$ cat config.mk
export PLATFORM = sky130hd
export DESIGN_NAME = arbitro_escritura_reg_flat
export DESIGN_NICKNAME = d
export VERILOG_FILES = /design/src/rtl/arbitro_escritura_reg_if.sv /design/src/rtl/arbitro_escritura_reg.sv /design/src/flat_wrapper.sv
export SDC_FILE = /design/constraint.sdc
export NUM_CORES = 1
export LEC_CHECK = 0
export CAP_MARGIN = 20
export CORE_ASPECT_RATIO = 0.5
export CORE_MARGIN = 2
export CORE_UTILIZATION = 43
export DETAILED_ROUTE_END_ITERATION = 10
export DONT_BUFFER_PORTS = 1
export GPL_TIMING_DRIVEN = 0
export HOLD_SLACK_MARGIN = 0.15
export SETUP_SLACK_MARGIN = 0.05
export SLEW_MARGIN = 15
export SYNTH_ARGS = -nofsm -noshare
export SYNTH_HDL_FRONTEND = slang
export SYNTH_SLANG_ARGS = --single-unit
$ cat constraint.sdc
create_clock -name clk -period 4.3 [get_ports clk]
set_input_delay 0.43 -clock clk [delete_from_list [all_inputs] [get_ports clk]]
set_output_delay 0.43 -clock clk [all_outputs]
set_load 0.01 [all_outputs]
$ cat src/rtl/arbitro_escritura_reg_if.sv
// Bundle of the write-back arbiter's ALU/load/issue/query inputs and its
// register-file write port; master drives the pipeline side, slave is the arbiter.
interface arbitro_escritura_reg_if;
  logic        alu_valid;
  logic [4:0]  alu_rd;
  logic [31:0] alu_data;
  logic        alu_ready;
  logic        mem_valid;
  logic [4:0]  mem_rd;
  logic [31:0] mem_data;
  logic        mem_ready;
  logic        issue_valid;
  logic [4:0]  issue_rd;
  logic [4:0]  query_addr1;
  logic [4:0]  query_addr2;
  logic        busy1;
  logic        busy2;
  logic        write_enable;
  logic [4:0]  write_addr;
  logic [31:0] write_data;

  modport master (
    output alu_valid, alu_rd, alu_data, mem_valid, mem_rd, mem_data,
    output issue_valid, issue_rd, query_addr1, query_addr2,
    input  alu_ready, mem_ready, busy1, busy2, write_enable, write_addr, write_data
  );

  modport slave (
    input  alu_valid, alu_rd, alu_data, mem_valid, mem_rd, mem_data,
    input  issue_valid, issue_rd, query_addr1, query_addr2,
    output alu_ready, mem_ready, busy1, busy2, write_enable, write_addr, write_data
  );
endinterface

$ cat src/rtl/arbitro_escritura_reg.sv
// Register-file write-port arbiter: ALU results vs. a FIFO of load results, with
// an optional pending-write busy vector compiled in by macro SCOREBOARD_EN.
module arbitro_escritura_reg #(
  parameter int FIFO_DEPTH = 4
) (
  input  logic                   clk,
  input  logic                   rst,
  arbitro_escritura_reg_if.slave bus
);

  localparam int PTR_W = (FIFO_DEPTH > 1) ? $clog2(FIFO_DEPTH) : 1;
  localparam int CNT_W = PTR_W + 1;
  localparam logic [CNT_W-1:0] DEPTH_C = CNT_W'(FIFO_DEPTH);

  logic [36:0]      fifo_mem [FIFO_DEPTH];
  logic [PTR_W-1:0] wr_ptr_q, wr_ptr_d;
  logic [PTR_W-1:0] rd_ptr_q, rd_ptr_d;
  logic [CNT_W-1:0] count_q, count_d;

  logic        fifo_full, fifo_empty;
  logic        push, pop, drain_alu, drain_en;
  logic [4:0]  drain_rd;
  logic [31:0] drain_data;

  logic        write_enable_q, write_enable_d;
  logic [4:0]  write_addr_q, write_addr_d;
  logic [31:0] write_data_q, write_data_d;

  // Drain selection: a full FIFO forces its head out and stalls the ALU;
  // otherwise the ALU wins and the FIFO only drains in ALU-idle cycles.
  always_comb begin
    fifo_full  = (count_q == DEPTH_C);
    fifo_empty = (count_q == '0);
    push       = bus.mem_valid && !fifo_full;
    drain_alu  = !fifo_full && bus.alu_valid;
    pop        = fifo_full || (!bus.alu_valid && !fifo_empty);
    drain_en   = drain_alu || pop;
    drain_rd   = drain_alu ? bus.alu_rd   : fifo_mem[rd_ptr_q][36:32];
    drain_data = drain_alu ? bus.alu_data : fifo_mem[rd_ptr_q][31:0];

    wr_ptr_d = push ? wr_ptr_q + PTR_W'(1) : wr_ptr_q;
    rd_ptr_d = pop  ? rd_ptr_q + PTR_W'(1) : rd_ptr_q;
    count_d  = count_q;
    if (push && !pop)      count_d = count_q + CNT_W'(1);
    else if (pop && !push) count_d = count_q - CNT_W'(1);

    // x0 writes are consumed but never reach the register file
    write_enable_d = drain_en && (drain_rd != 5'd0);
    write_addr_d   = write_enable_d ? drain_rd   : write_addr_q;
    write_data_d   = write_enable_d ? drain_data : write_data_q;
  end

  // Storage stage: payload only, validity lives in the pointers/count
  always_ff @(posedge clk) begin
    if (push) fifo_mem[wr_ptr_q] <= {bus.mem_rd, bus.mem_data};
  end

  // Write-port stage
  always_ff @(posedge clk or posedge rst) begin
    if (rst) begin
      wr_ptr_q       <= '0;
      rd_ptr_q       <= '0;
      count_q        <= '0;
      write_enable_q <= 1'b0;
      write_addr_q   <= '0;
      write_data_q   <= '0;
    end else begin
      wr_ptr_q       <= wr_ptr_d;
      rd_ptr_q       <= rd_ptr_d;
      count_q        <= count_d;
      write_enable_q <= write_enable_d;
      write_addr_q   <= write_addr_d;
      write_data_q   <= write_data_d;
    end
  end

  assign bus.mem_ready    = !fifo_full;
  assign bus.alu_ready    = !fifo_full;
  assign bus.write_enable = write_enable_q;
  assign bus.write_addr   = write_addr_q;
  assign bus.write_data   = write_data_q;

`ifdef SCOREBOARD_EN
  logic [31:0] busy_q, busy_d, busy_set, busy_clr;

  // A new issue to a register outranks the retiring write of its older value
  always_comb begin
    busy_set = '0;
    busy_clr = '0;
    if (bus.issue_valid && (bus.issue_rd != 5'd0)) busy_set[bus.issue_rd] = 1'b1;
    if (write_enable_q) busy_clr[write_addr_q] = 1'b1;
    busy_d = (busy_q & ~busy_clr) | busy_set;
  end

  always_ff @(posedge clk or posedge rst) begin
    if (rst) busy_q <= '0;
    else     busy_q <= busy_d;
  end

  assign bus.busy1 = (bus.query_addr1 != 5'd0) && busy_q[bus.query_addr1];
  assign bus.busy2 = (bus.query_addr2 != 5'd0) && busy_q[bus.query_addr2];
`else
  logic unused_scoreboard_inputs;
  assign unused_scoreboard_inputs = ^{bus.issue_valid, bus.issue_rd,
                                      bus.query_addr1, bus.query_addr2};
  assign bus.busy1 = 1'b0;
  assign bus.busy2 = 1'b0;
`endif

endmodule

$ cat src/flat_wrapper.sv
// flat-port wrapper written by rule: the top's interface ports become plain ports
module arbitro_escritura_reg_flat 
#(
  parameter int FIFO_DEPTH = 4
)
  (clk, rst, bus_alu_valid, bus_alu_rd, bus_alu_data, bus_mem_valid, bus_mem_rd, bus_mem_data, bus_issue_valid, bus_issue_rd, bus_query_addr1, bus_query_addr2, bus_alu_ready, bus_mem_ready, bus_busy1, bus_busy2, bus_write_enable, bus_write_addr, bus_write_data);
  arbitro_escritura_reg_if bus_i ();
  input  logic clk;
  input  logic rst;
  input wire logic [$bits(bus_i.alu_valid)-1:0] bus_alu_valid;
  input wire logic [$bits(bus_i.alu_rd)-1:0] bus_alu_rd;
  input wire logic [$bits(bus_i.alu_data)-1:0] bus_alu_data;
  input wire logic [$bits(bus_i.mem_valid)-1:0] bus_mem_valid;
  input wire logic [$bits(bus_i.mem_rd)-1:0] bus_mem_rd;
  input wire logic [$bits(bus_i.mem_data)-1:0] bus_mem_data;
  input wire logic [$bits(bus_i.issue_valid)-1:0] bus_issue_valid;
  input wire logic [$bits(bus_i.issue_rd)-1:0] bus_issue_rd;
  input wire logic [$bits(bus_i.query_addr1)-1:0] bus_query_addr1;
  input wire logic [$bits(bus_i.query_addr2)-1:0] bus_query_addr2;
  output wire logic [$bits(bus_i.alu_ready)-1:0] bus_alu_ready;
  output wire logic [$bits(bus_i.mem_ready)-1:0] bus_mem_ready;
  output wire logic [$bits(bus_i.busy1)-1:0] bus_busy1;
  output wire logic [$bits(bus_i.busy2)-1:0] bus_busy2;
  output wire logic [$bits(bus_i.write_enable)-1:0] bus_write_enable;
  output wire logic [$bits(bus_i.write_addr)-1:0] bus_write_addr;
  output wire logic [$bits(bus_i.write_data)-1:0] bus_write_data;
  assign bus_i.alu_valid = bus_alu_valid;
  assign bus_i.alu_rd = bus_alu_rd;
  assign bus_i.alu_data = bus_alu_data;
  assign bus_i.mem_valid = bus_mem_valid;
  assign bus_i.mem_rd = bus_mem_rd;
  assign bus_i.mem_data = bus_mem_data;
  assign bus_i.issue_valid = bus_issue_valid;
  assign bus_i.issue_rd = bus_issue_rd;
  assign bus_i.query_addr1 = bus_query_addr1;
  assign bus_i.query_addr2 = bus_query_addr2;
  assign bus_alu_ready = bus_i.alu_ready;
  assign bus_mem_ready = bus_i.mem_ready;
  assign bus_busy1 = bus_i.busy1;
  assign bus_busy2 = bus_i.busy2;
  assign bus_write_enable = bus_i.write_enable;
  assign bus_write_addr = bus_i.write_addr;
  assign bus_write_data = bus_i.write_data;
  arbitro_escritura_reg #(.FIFO_DEPTH(FIFO_DEPTH)) u_core (.clk(clk), .rst(rst), .bus(bus_i));
endmodule
; ---- After elaboration in Yosys (flattened, before gate mapping)
; Memory sizes are Yosys's and may differ from the RTL's.
; Cells that the tools add are included.
[word_totals]
ram_bits = 148
regBits = 45
out_inout_bits = 42
n_memories = 1
[op_classes]
n_addsub = 4
n_eq_ne = 1
reduce_logical = 16
n_mux = 6
[mem_list]
columns = name, words, width, read_ports, rd_ports_with_merged_regs, write_ports, line_no
row1 = u_core.fifo_mem, 4, 37, 1, 0, 1, arbitro_escritura_reg.sv:15  ; logic [36:0] fifo_mem [FIFO_DEPTH];
[ops]
columns = operator, n
row1 = $mux 32, 1
row2 = $logic_and 1x1->1, 6
row3 = $mux 3, 2
row4 = $logic_not 1->1, 5
row5 = $mux 5, 1
row6 = $reduce_bool 5->1, 1
row7 = $add 2x1->2 const B, 2
row8 = $add 3x1->3 const B, 1
row9 = $eq 3x3->1 const B, 1
row10 = $logic_not 3->1, 1
row11 = $sub 3x1->3 const B, 1
row12 = $logic_or 1x1->1, 2
row13 = $mux 1, 2
row14 = $reduce_bool 2->1, 1

; ---- Logic depth before layout (Yosys ltp)
; Gate-level depths: netlist of run 1.
[depth]
word_depth = 7
ltp_mapped = 11
depth_no_buf = 9

; ---- Least setup slack after synthesis of run 1
; No wires, ideal clock.
[synth_path]
path_kind = register to register
from = register u_core.count_q[1]
to = register u_core.count_q[2]
path_buffers = 0
setup_time_ns = 0.079
period_less_slack_ns = 2.569
arrival_time_ns = 2.490
stages_incl_launch_ff = 9
path_slack_ns = 1.731
cell_sequence = dfrtp_1 > nor4_1 > nand2b_1 > ha_1 > inv_1 > fa_1 > xor2_1 > nor2_1 > xor2_1
[synth_via]
elab_chain_len = 7
word_cells_on_any_way = 16
cone_classes = add/sub (2) / eq/ne (1) / mux (2) / reduce/logical (11)
[synth_rtl]
columns = element, line_no
row1 = from (decl), arbitro_escritura_reg.sv:18  ; logic [CNT_W-1:0] count_q, count_d;
row2 = from (signal assigned), arbitro_escritura_reg.sv:70  ; count_q <= count_d;
row3 = "parallel branches: the longest is 7 deep, another holds $sub 3x1->3", --
; Parallel ways; which one is timed is not known. The select of a mux whose other input is x is not followed.
; A chain may end at the register's enable or synchronous reset.

; ---- Worst setup path in the final report of run 1
[layout_path]
from = register u_core.count_q[1]
to = register u_core.count_q[1]
[layout_via]
word_cells_on_any_way = 16
cone_classes = add/sub (2) / eq/ne (1) / mux (2) / reduce/logical (11)
[layout_rtl]
columns = element, line_no
row1 = $eq 3x3->1, arbitro_escritura_reg.sv:32  ; fifo_full = (count_q == DEPTH_C);
row2 = $logic_not 1->1, --
row3 = named net bus_alu_ready, flat_wrapper.sv:20  ; output wire logic [$bits(bus_i.alu_ready)-1:0] bus_alu_ready;
row4 = $logic_and 1x1->1, arbitro_escritura_reg.sv:34  ; push = bus.mem_valid && !fifo_full;
row5 = $logic_and 1x1->1, arbitro_escritura_reg.sv:44  ; if (push && !pop) count_d = count_q + CNT_W'(1);
row6 = $mux 3, arbitro_escritura_reg.sv:44
row7 = named net u_core.count_d[1], arbitro_escritura_reg.sv:18
; The timed path passes the listed nets, and every way through them passes these cells. The select of a mux whose other input is x is not followed.

==> reports/qor.yml, run 1 <==
outcome:
  outcome: "finished, final reports clean"
floorplanning:
  dieArea_um2: 19300
  coreArea_um2: 17500
  ios: 136
  initial_core_util_pct: 44.4
  fp.dieW_um: 194
  die_h_um: 99.1
  rows: 34
worst_setup_path:
  critPathRequiredTime_ns: 4.61
  arrival_ns: 3.29
  path_max_fanout: 11
  worstSetupPathType: "flip-flop to flip-flop"
  setup.worst_path.start_class: "flip-flop"
  end_kind: "flip-flop"
placement:
  hpwlAfterDp_um: 10300
  portBuffers: 0
  place_area_um2: 8190
  place_ws_ns: 1.28
  place.gp.congestion: 0.707
drt:
  firstDrtPassIters: 4
  routed_wl_um: 14900
  ant_nets: 0
  vias: 3602
  drtIter0Drc: 165
  route.detailed.drc: 0
  viasPerCell: 5.34
  routedWlPerCell_um: 22.1
clocking:
  clockRootBuffer: "clkbuf_16"
  clockBufferDepth: 2
  cts_buffers: 17
  htree_levels: 4
  post-cts-setup-buffers: 0
  cts_tree: "built"
  clk_latency_ns: 0.42
  cts.sinks: 193
  path_clk_slew_ns: 0.07
timing:
  fmax_mhz: 335
  setup_viol: 0
  whs_ns: 0.190
  fin_crit_ns: 2.98
  hold_violations: 0
  setup_slack_ns: 1.32
  rsz0062_at_grt: "no"
  maxSlewViolCount: 0
  min_period_over_period_pct: 69.4
  clock_skew_ns: 0.00832
  slew_headroom_pct: 40.2
  tns_ns: 0
  worst_pin_slew_ns: 0.897
power:
  power_mw: 6.21
  irDropWorstVdd_mv: 0.294
  power.density_nw_per_um2: 680
  power_leakage_nw: 3.29
final_layout:
  syn2layout_area_growth_pct: 17.5
  final_nets: 527
  stdcell_area_um2: 9140
  drive_gt1_share_pct: 36.1
  fill_cells: 1374
synth:
  ys_types: 34
  synth_enable_flop_cells: 148
  ys_seq_area_share_pct: 71.6
  synth_cells: 364
  ys_ff_latch: 193
  synth.cell_area_um2: 7780
  async_flop_share_pct: 23.3
  synthTopCellsByArea: "edfxtp_1 (57%), dfrtp_1 (14%), mux4_2 (9.6%)"
  yosysTopAreaCellShare_pct: 57.1
  synth.most_common_cell: "edfxtp_1"
  synth_top_area_cell: "edfxtp_1"
  yosys_warnings: 0
  ys.flop_type: "edfxtp_1"
  synthTopCellsByCount: "edfxtp_1 (148), dfrtp_1 (45), mux2_2 (42)"
  avgSynthCellArea_um2: 21.4
grt:
  busiest_layer: "met2"
  gr-usage-met1_pct: 21.2
  antenna_found_initial: 1
  grtUsageMet2_pct: 27.6
  grt_overflow: 0
  use_met3_pct: 4.31
  grt_max_degree: 28
  grt_usage_pct: 16.3
  grt_pass1_vias: 3942
  grt_pass1_wl_um: 23200
worst_hold_path:
  hold_path_class: "input pin to flip-flop"
job:
  maxCapViolCount: 0
-- per-stage QoR --
stage / utilization [%] / std cells
6_report: 52.1 / 675
3_3_place_gp: 46.1 / 599
5_1_grt: 52.1 / 674
4_1_cts: 52.1 / 674
3_5_place_dp: 46.7 / 604
2_1_floorplan: - / 365
-- worst max-delay path: stages, from the launching register on --
cell	delay, ns
dfrtp_1	0.43
or3b_2	0.49
buf_2	0.21
nand2_1	0.28
buf_2	0.32
nand2b_1	0.14
ha_1	0.24
inv_1	0.07
fa_1	0.41
mux2_2	0.27
-- logic make-up after synthesis --
logic type	Yosys count	share of synthesized area (%)
and+or+nand+nor	15	1.38
muxes	109	22.6
buffers and inverters	26	1.85
AOI/OAI and AO/OA	8	0.820
DFF	193	71.6
xor gates and xnor gates	6	0.675
other	1	0.0482
adders and majority gates	6	1.06
-- state kept, by name, indices dropped and copies added (netlist names) --
name,count
u_core.bus.write_addr,5
u_core.wr_ptr_q,2
u_core.bus.write_enable,1
u_core.bus.write_data,32
u_core.rd_ptr_q,2
u_core.fifo_mem,148
u_core.count_q,3
-- path summary, 6_finish.rpt --
path,end,start,depth (start not counted),slack (ns)
max reg2reg,u_core.count_q[1],u_core.count_q[1],9,1.32
min,u_core.wr_ptr_q[0],bus_mem_valid,2,0.19
max,u_core.count_q[1],u_core.count_q[1],9,1.32
min reg2reg,u_core.count_q[2],u_core.count_q[2],1,0.53
min in group asynchronous,u_core.bus.write_data[13],rst,2,0.48
max in group asynchronous,u_core.rd_ptr_q[0],rst,3,3.31
-- power breakdown --
part	total (mW)	switching (mW)	internal, mW
Sequential	2.86	0.324	2.54
Combinational	1.83	0.824	1.01
Clock	1.52	0.745	0.773
-- cell usage in the layout, fill, tap and decap left out, types with 6 or more instances in the layout --
cell           count
edfxtp_1         148
dfrtp_1           45
mux2_2            42
dlygate4sd3_1     38
mux4_2            33
mux2_4            27
clkbuf_16         17
clkbuf_1           6
inv_1              6
-- per-layer routing --
| metal | routed length [um] | share of wire (%) |
|---|---|---|
| met1 | 6470 | 43 |
| met2 | 7520 | 50 |
| met3 | 758 | 5.1 |
| met4 | 163 | 1.1 |
| met5 | 0 | 0 |
-- timing repair --
item | in CTS | in global routing
endpoints found under the hold margin | 168 | 0
gates resized for setup | 0 | 0
hold buffers | 38 | 0
-- cell type report --
class	count	area [um^2]	share of cell area, %
antenna	1	2.50	0.0274
buffer	19	118	1.29
clock buffer	17	425	4.65
clock inverter	15	143	1.56
inverter	7	26.3	0.287
multi-input combinational	146	2080	22.8
sequential	193	5570	60.9
tap	234	293	3.20
timing repair buffer	43	480	5.26
Power figures use the tool's default switching activity.
==> run 2, diff against run 1 <==
==> constraint.sdc (replaced) <==
create_clock -name clk -period 2.4 [get_ports clk]
set_input_delay 0.24 -clock clk [delete_from_list [all_inputs] [get_ports clk]]
set_output_delay 0.24 -clock clk [all_outputs]
set_load 0.01 [all_outputs]
==> reports/qor.yml, run 2 (same netlist as run 1, synthesis figures left out) <==
placement:
  hpwlAfterDp_um: 10400  # +0.65%
  place.gp.congestion: 0.748  # +5.8%
  portBuffers: 0  # unchanged
final_layout:
  antenna_cells: 0  # -1
  drive_gt1_share_pct: 37.9  # +1.8 points
  layout_commonest_cell: "edfxtp_1"
  largest_register: "u_core.fifo_mem"
  largest_reg_flops: 148  # unchanged
  syn2layout_area_growth_pct: 26.4
  most-common-layout-cells: "edfxtp_1 (148), dlygate4sd3_1 (77), dfrtp_1 (43)"
  final_nets: 584  # +11%
  post-route-util_pct: 56.1  # +4.0 points
clocking:
  clk_latency_ns: 0.42  # about the same
  clockRootBuffer: "clkbuf_16"
  cts_tree: "built"
  cts.sinks: 193  # unchanged
  clockBufferDepth: 2  # unchanged
  htree_levels: 4  # unchanged
  cts_buffers: 17  # unchanged
  path_clk_slew_ns: 0.07  # about the same
timing:
  clock_skew_ns: 0.0107  # +0.00242 ns
  min_period_over_period_pct: 98.3  # +29 points
  setup_viol: 0  # unchanged
  maxSlewViolCount: 0  # unchanged
  worst_pin_slew_ns: 0.729  # -0.167 ns
  fin_crit_ns: 2.36  # -0.625 ns
  hold_violations: 0  # unchanged
  fmax_mhz: 424  # +27%
  slew_headroom_pct: 51.4  # +11 points
  rsz0062_at_grt: "yes"
floorplanning:
  die_h_um: 99.1  # unchanged
  ios: 136  # unchanged
  coreArea_um2: 17500  # unchanged
  fp.dieW_um: 194  # unchanged
  initial_core_util_pct: 44.4  # unchanged
  dieArea_um2: 19300  # unchanged
  rows: 34  # unchanged
grt:
  grt_pass1_wl_um: 25100  # +8.2%
  grt_max_degree: 27  # -3.6%
  grt_usage_pct: 17.6  # +1.3 points
  grt_overflow: 0  # unchanged
  antenna_found_initial: 0  # -1
  grt_pass1_vias: 4273  # +8.4%
power:
  clkPwrFrac_pct: 24.2  # -0.2 points
  intPower_mw: 8.36  # +94%
  irDropWorstVdd_mv: 0.619  # +110%
  power_mw: 11.8  # +90%
  switching_share_pct: 29.1  # -1.4 points
  power_frac_seq_pct: 43.3  # -2.8 points
  power.density_nw_per_um2: 1200  # +77%
  power_leakage_nw: 3.60  # +9.5%
  p_comb_share_pct: 32.5  # +3.0 points
  power.switching_mw: 3.43  # +81%
drt:
  firstDrtPassIters: 4  # unchanged
  routedWlPerCell_um: 21.8  # -1.5%
  vias: 3877  # +7.6%
  route.detailed.drc: 0  # unchanged
  ant_nets: 0  # unchanged
  drtIter0Drc: 180  # +9.1%
  routed_wl_um: 15900  # +6.6%
  viasPerCell: 5.31  # -0.47%
worst_setup_path:
  path_cells: "buf_6, mux4_2, nor4_4, a211oi_4, buf_12, buf_12, mux2_4"
  critical-path-max-stage-delay_ns: 0.54  # +0.05 ns
  path_max_fanout: 10  # -1
  setup.worst_path.start_class: "flip-flop"
  critPathRequiredTime_ns: 2.70  # -1.91 ns
  crit_buf_inv: 3  # unchanged
  end_kind: "flip-flop"
  crit_top_cell: "buf_12"
  arrival_ns: 2.66  # -0.63 ns
  worstSetupPathType: "flip-flop to flip-flop"
  critPathSlowestCell: "mux4_2"
  crit_family: "multiplexers"
outcome:
  outcome: "finished, final reports clean"
job:
  maxCapViolCount: 0  # unchanged
worst_hold_path:
  hold_path_class: "input pin to flip-flop"
[run 2: cell count changes in the layout (fill, tap and decap cells not counted), moves of 3 or more]
cell	delta
buf_16	+3
buf_4	+15
bufinv_16	+3
clkbuf_1	-3
clkbuf_2	+6
dlygate4sd3_1	+39
inv_8	-5
[run 2: timing repair]
item	in CTS	in global routing
cloned	1	0
endpoints found under the setup margin	38	36
pin swaps	3	3
gates resized for setup	24	14
endpoints found under the hold margin	214	0
hold buffers	77	0
buffers inserted	14	3
[run 2: final timing paths]
path                                         start                         to  slack [ns]  cells past startpoint
worst max-delay path            u_core.rd_ptr_q[0]  u_core.bus.write_data[13]        0.04                      7
min in group asynchronous                      rst  u_core.bus.write_data[25]        0.33                      2
max in group asynchronous                      rst          u_core.count_q[0]        1.51                      3
worst min register to register  u_core.wr_ptr_q[0]         u_core.wr_ptr_q[0]        0.56                      1
worst min-delay path                 bus_alu_valid         u_core.rd_ptr_q[0]        0.17                      4
worst max register to register  u_core.rd_ptr_q[0]  u_core.bus.write_data[13]        0.04                      7
[run 2: worst reg2reg max path, cell delays in order, from the launching register on]
cell	delay (ns)
dfrtp_1	0.42
buf_6	0.13
mux4_2	0.54
nor4_4	0.39
a211oi_4	0.12
buf_12	0.17
buf_12	0.17
mux2_4	0.30
[run 2: power by group through the flow]
stage	logic [mW]	registers, mW	clock network (mW)
6_report	3.84	5.11	2.85
5_1_grt	4.16	5.19	3.08
4_1_cts	3.84	5.12	2.92
3_5_place_dp	3.38	5.20	0
3_3_place_gp	3.12	5.18	0
2_1_floorplan	2.57	5.06	0
[run 2: layer usage]
layer / share of wire (%) / wire, um / up-vias / GRT usage (%)
met4: 1.6 / 251 / 0 / 6.24
li1: - / - / 1700 / -
met2: 51 / 8080 / 99 / 29.6
met3: 3.3 / 522 / 13 / 3.53
met5: 0 / 0 / - / 0
met1: 44 / 7040 / 2065 / 23.3
[run 2: cell type report]
type	instances	area (um^2)
sequential	193	5570
timing repair buffer	100	1060
clock inverter	11	156
tap	234	293
fill	1336	7690
inverter	7	26.3
multi-input combinational	146	2110
clock buffer	20	437
buffer	19	179
[run 2: stage by stage]
stage          area (um^2)   TNS, ns  hold slack [ns]  setup slack, ns  instances
6_report              9830         0            0.166           0.0412        730
3_5_place_dp          8220     -8.53            0.197           -0.338        604
5_1_grt               9830  -0.00705            0.178         -0.00484        730
3_3_place_gp          8100    -73.22            0.339           -0.466        599
2_1_floorplan         7810         0            0.339            0.111        365
4_1_cts               9780         0            0.163           0.0191        727
